<file path="src/rtl/btn_event.sv">
// -----------------------------------------------------------------------------
// btn_event
//
// Classifies a debounced, already-synchronised button level into one-cycle
// event pulses for the control logic downstream: raw press/release edges,
// short press, double click, long press and auto-repeat while held.
//
// Ports
//   clk            system clock
//   rst            asynchronous reset, active-high
//   btn_in         debounced button level, active-high
//   press_pulse    one-cycle pulse after a 0->1 edge of btn_in is sampled
//   release_pulse  one-cycle pulse after a 1->0 edge of btn_in is sampled
//   short_press    single press shorter than LONG_CYCLES with no second
//                  press inside DBL_WINDOW
//   double_click   second press arriving inside DBL_WINDOW
//   long_press     press held for LONG_CYCLES cycles after press_pulse
//   repeat_pulse   every REPEAT_CYCLES cycles while held after long_press
//
// All outputs are registered; none depends combinationally on btn_in.
// -----------------------------------------------------------------------------
module btn_event #(
    parameter int unsigned          CNT_WIDTH     = 24,
    parameter logic [CNT_WIDTH-1:0] LONG_CYCLES   = 24'd5_000_000,
    parameter logic [CNT_WIDTH-1:0] DBL_WINDOW    = 24'd2_500_000,
    parameter logic [CNT_WIDTH-1:0] REPEAT_CYCLES = 24'd1_000_000
) (
    input  logic clk,
    input  logic rst,
    input  logic btn_in,
    output logic press_pulse,
    output logic release_pulse,
    output logic short_press,
    output logic double_click,
    output logic long_press,
    output logic repeat_pulse
);

    typedef enum logic [2:0] {
        IDLE,
        PRESS1,
        HOLD,
        WAIT2,
        PRESS2
    } state_t;

    // Terminal counts: cnt reads N-1 on the edge that completes N cycles
    // in the current state, because the entry edge clears it to 0.
    localparam logic [CNT_WIDTH-1:0] LONG_LAST   = LONG_CYCLES   - CNT_WIDTH'(1);
    localparam logic [CNT_WIDTH-1:0] DBL_LAST    = DBL_WINDOW    - CNT_WIDTH'(1);
    localparam logic [CNT_WIDTH-1:0] REPEAT_LAST = REPEAT_CYCLES - CNT_WIDTH'(1);
    localparam logic [CNT_WIDTH-1:0] CNT_MAX     = '1;

    state_t               state;
    state_t               next_state;
    logic [CNT_WIDTH-1:0] cnt;
    logic                 btn_prev;
    logic                 rise;
    logic                 fall;
    logic                 cnt_clr;

    logic nxt_press;
    logic nxt_release;
    logic nxt_short;
    logic nxt_double;
    logic nxt_long;
    logic nxt_repeat;

    assign rise = btn_in & ~btn_prev;
    assign fall = ~btn_in & btn_prev;

    // -------------------------------------------------------------------------
    // State register, counter, edge history and registered outputs.
    // -------------------------------------------------------------------------
    // NOTE: every register here uses non-blocking assignment so all of them
    // update from the same pre-edge values; blocking would create ordering
    // dependencies between statements.
    always_ff @(posedge clk or posedge rst) begin
        if (rst) begin
            state         <= IDLE;
            cnt           <= '0;
            btn_prev      <= 1'b0;
            press_pulse   <= 1'b0;
            release_pulse <= 1'b0;
            short_press   <= 1'b0;
            double_click  <= 1'b0;
            long_press    <= 1'b0;
            repeat_pulse  <= 1'b0;
        end else begin
            state    <= next_state;
            btn_prev <= btn_in;

            // Cleared on every transition and on each repeat period. In the
            // states that never compare it (IDLE, PRESS2) it saturates rather
            // than wrapping during an arbitrarily long idle or hold.
            if (cnt_clr) begin
                cnt <= '0;
            end else if (cnt != CNT_MAX) begin
                cnt <= cnt + CNT_WIDTH'(1);
            end

            press_pulse   <= nxt_press;
            release_pulse <= nxt_release;
            short_press   <= nxt_short;
            double_click  <= nxt_double;
            long_press    <= nxt_long;
            repeat_pulse  <= nxt_repeat;
        end
    end

    // -------------------------------------------------------------------------
    // Next-state logic.
    // -------------------------------------------------------------------------
    // NOTE: both combinational blocks assign defaults first so that every
    // path drives every output; a missing branch would otherwise infer a latch.
    always_comb begin
        next_state = state;
        cnt_clr    = 1'b0;
        unique case (state)
            IDLE: begin
                if (rise) next_state = PRESS1;
            end
            PRESS1: begin
                // Releasing on the terminal edge still counts as short.
                if (!btn_in)                next_state = WAIT2;
                else if (cnt == LONG_LAST)  next_state = HOLD;
            end
            HOLD: begin
                if (!btn_in)                  next_state = IDLE;
                else if (cnt == REPEAT_LAST)  cnt_clr    = 1'b1;
            end
            WAIT2: begin
                // A second press on the timeout edge is still a double click.
                if (rise)                   next_state = PRESS2;
                else if (cnt == DBL_LAST)   next_state = IDLE;
            end
            PRESS2: begin
                if (!btn_in) next_state = IDLE;
            end
            default: next_state = IDLE;
        endcase

        if (next_state != state) cnt_clr = 1'b1;
    end

    // -------------------------------------------------------------------------
    // Output decode: values loaded into the output registers on this edge.
    // -------------------------------------------------------------------------
    always_comb begin
        nxt_press   = rise;
        nxt_release = fall;
        nxt_short   = 1'b0;
        nxt_double  = 1'b0;
        nxt_long    = 1'b0;
        nxt_repeat  = 1'b0;
        unique case (state)
            PRESS1: nxt_long   = btn_in && (cnt == LONG_LAST);
            HOLD:   nxt_repeat = btn_in && (cnt == REPEAT_LAST);
            WAIT2: begin
                nxt_double = rise;
                nxt_short  = !rise && (cnt == DBL_LAST);
            end
            default: ;
        endcase
    end

endmodule

</file>
<file path="config.mk">
export PLATFORM = sky130hd
export DESIGN_NAME = btn_event
export DESIGN_NICKNAME = d
export VERILOG_FILES = /design/src/rtl/btn_event.sv
export SDC_FILE = /design/constraint.sdc
export NUM_CORES = 1
export LEC_CHECK = 0
export ABC_AREA = 1
export BUFFER_PORTS_ARGS = -buffer_cell sky130_fd_sc_hd__buf_4
export CAP_MARGIN = 5
export CORE_MARGIN = 2
export CORE_UTILIZATION = 40
export CTS_BUF_LIST = sky130_fd_sc_hd__clkbuf_8
export CTS_CLUSTER_SIZE = 28
export DETAILED_ROUTE_END_ITERATION = 8
export PLACE_DENSITY_LB_ADDON = 0.1
export SLEW_MARGIN = 15
export SYNTH_ARGS = -nofsm -noshare
export SYNTH_HDL_FRONTEND = slang
export SYNTH_SLANG_ARGS = --single-unit
</file>
<file path="constraint.sdc">
create_clock -name clk -period 2.1 [get_ports clk]
set_input_delay 0.315 -clock clk [delete_from_list [all_inputs] [get_ports clk]]
set_output_delay 0.315 -clock clk [all_outputs]
set_load 0.05 [all_outputs]
</file>
==> summary.md <==
| Metric | Value |
|---|---|
| Syn nets | approximately 260 |
| RSZ-0062 raised after global routing | no |
| CTS max path bufs | 2 |
| Layout area overhead | 14.3% |
| Unique cell type count in the Yosys netlist | 30 |
| Die height | 75.3 um |
| Worst-Margin Slew | between 0.4 and 0.5 ns |
| Final period util | 90.8% |
| First-pass GRT wire length | around 7 mm |
| Largest net degree at the start of global routing | 35 |
| GP Congestion | just under 0.8 |
| Residual DRC | 0 |
| CTS buffer count | 5 |
| Vias in the first global route | ~1500 |
| CP Capture Type | register |
| Final layout net count | 282 |
| Reg2Reg Depth | 8 |
| 1st-iter DRT viols | 130 |
| DR vias | 1668 |
| Cell count after synthesis | 260 |
| Starting Density | 42.2% |
| Worst hold path type | input pin to asynchronous set/reset pin |
| Placeable Area | 4820 um2 |
| Clk Latency, worst-skew pair | 0.29 ns |
| Rows | 25 |
| H-tree depth | 2 |
| Type of origin of the critical path | register |
| DR vias/cell | 4.82 |
| 1st-pass router iterations | 4 |
| R2r endpoint | cnt[8]$_DFFE_PP0P_ |
| Cell family with most CP delay | simple AND/OR/NAND/NOR gates |
| Reg2reg setup slack | 0.19 ns |
| Number of max-cap violations | 0 |
| Total Routing Usage GR | 17.0% |
| Synthesized area | 2030 um2 |
| Initial antenna violation count | 0 |
| Required @ worst endpoint | 2.32 ns |
| EDFF count, synth | 0 |
| Final setup viols | 0 |
| Async S/R FF share, synth | 100% |
| Reg2reg start | cnt[0]$_DFFE_PP0P_ |
| Clk slew on worst S/H paths | 0.07 ns |
| Worst slew margin | 70.9% |
| Total Neg Setup Slack | 0 ns |
| Primary FF master, synth | dfrtp_1 |
| Worst path slowest cell | dfrtp_1 |
| # port buffers | 8 |
| Max incr delay on CP | 0.41 ns |
| Status | finished clean |
| Max Slew Vio Count | 0 |
| Critical Path AT | 2.13 ns |
| VDD IR max | 332 uV |
| Grt total ovfl | 0 |
| Die Wd | 75.3 um |
| Crit path buffers/inverters | 0 |
| Syn_area_per_cell | 7.81 um2 |
| Ports | 9 |
| Routed Antenna Nets | 0 |
| Yosys warns | 0 |
| Yosys reg bits | 34 |
| Root buf cell | clkbuf_8 |
| Min Tclk post-route | 1.91 ns |
| CTS Hold Bufs | 0 |
| Hold Fails Final Rpt | 0 |
| # diodes | 0 |
| Power Density | ~800 nW/um2 |
| DR WL/cell | 12.6 um |
| Worst Clk Skew | 0.00414 ns |
| Sequential area share after synthesis | 41.9% |
| Total Routed Length | 4.37 mm |
| Critical Path Fanout Max | 12 |
| Clock Sinks | 34 |
| Total power | ~1800 uW |
| Critical path, cell by cell | ha_1 -> nand3_4 -> nor2_1 -> nand3_1 -> a21oi_1 -> a21oi_2 -> nand3_4 -> nor2_1 |
| P_leak | 0.00103 uW |
| CTS tree | done |
| Die ar. | ~5700 um2 |
| Final HPWL DP | 2.94 mm |
| Share of post-route cells with drive strength above 1 | 19.4% |
| FMAX | 0.524 GHz |
| WS Path Type | register to register |
==> metrics by stage <==
step	cells	hold WS, ns	util, %	worst slack (ns)	instance area, um2
final	346	0.120	48.2	0.193	2320
after global routing	346	0.183	48.2	0.0301	2320
after CTS	341	0.139	46.9	0.107	2260
after detailed placement	333	0.453	44.6	0.139	2150
after global placement	333	0.450	44.6	0.161	2150
after floorplan	260	0.346	-	0.471	2030
==> final cells by class <==
type                       count  area (um2)
timing repair buffer          13         110
tap                           67        83.8
clock inverter                 3        40.0
clock buffer                   5        68.8
sequential                    34         851
inverter                      39         146
multi-input combinational    185        1020
fill                         510        2500
==> synthesized netlist by cell type (4+ instances only) <==
library cell   n  area (um2)
dfrtp_1       34         851
inv_1         35         131
inv_2          4        15.0
nand2_1       43         161
nand3_1       25         125
nand4_1       11        68.8
nor2_1        41         154
nor2_2        11        68.8
nor2_4         6        67.6
nor3_1         7        35.0
o21ai_0        9        45.0
o21ai_1        5        25.0
xor2_1         5        43.8
==> routing by layer <==
layer / GRT usage (%) / part of all wire, %
met4: 5.26 / 1.2
met2: 26.2 / 45
met1: 23.9 / 50
met5: 0 / 0
met3: 4.02 / 3.6
==> cell families after synthesis <==
kind of cell / Yosys count / synth area share (%)
fa+ha+maj: 1 / 0.616
compound gates: 20 / 5.54
flops: 34 / 41.9
buf+inv: 42 / 8.87
simple gates: 156 / 40.0
xor+xnor: 7 / 3.02
==> report_power, final <==
part           total [uW]  leakage (uW)  switching, uW  internal [uW]
Sequential            764      0.000464           54.9            709
Combinational         463      0.000506            328            135
Clock                 601     0.0000579            252            349
==> placed cells by master, fill, tap and decap left out, drive strengths merged <==
| cell type | instances |
|---|---|
| and3 | 1 |
| nor3b | 1 |
| nor2 | 58 |
| or2 | 1 |
| clkinv | 2 |
| o22ai | 1 |
| dfrtp | 34 |
| o21ai | 15 |
| nor3 | 9 |
| bufinv | 1 |
| clkbuf | 5 |
| a31oi | 1 |
| nand2 | 45 |
| xor2 | 5 |
| nand3b | 1 |
| xnor2 | 2 |
| a21oi | 3 |
| inv | 39 |
| ha | 1 |
| nand4 | 12 |
| nand3 | 29 |
| buf | 13 |
==> state kept, by name (all words and copies together), names as in the netlist <==
name,flops
state,3
double_click,1
cnt,24
short_press,1
long_press,1
repeat_pulse,1
btn_prev,1
press_pulse,1
release_pulse,1
==> tightest hold or removal path, stage by stage <==
cell and delay [ns]:
buf_4 0.11, inv_1 0.04, buf_4 0.38
==> worst max path at each step <==
stage | depth (start not counted) | endpoint | slack [ns] | from
finish | 8 | cnt[8]$_DFFE_PP0P_ | 0.19 | cnt[0]$_DFFE_PP0P_
floorplan | 9 | cnt[12]$_DFFE_PP0P_ | 0.47 | cnt[0]$_DFFE_PP0P_
detailed placement | 9 | cnt[15]$_DFFE_PP0P_ | 0.14 | cnt[0]$_DFFE_PP0P_
CTS | 9 | cnt[15]$_DFFE_PP0P_ | 0.11 | cnt[0]$_DFFE_PP0P_
global route | 8 | cnt[8]$_DFFE_PP0P_ | 0.03 | cnt[0]$_DFFE_PP0P_
global placement | 9 | cnt[15]$_DFFE_PP0P_ | 0.16 | cnt[0]$_DFFE_PP0P_
==> timing repair <==
action,4_1_cts,5_1_grt
gates resized for setup,0,2
buffers inserted,0,4
setup endpoints to repair,0,24
Note: power is estimated with default switching activity, not from simulation.
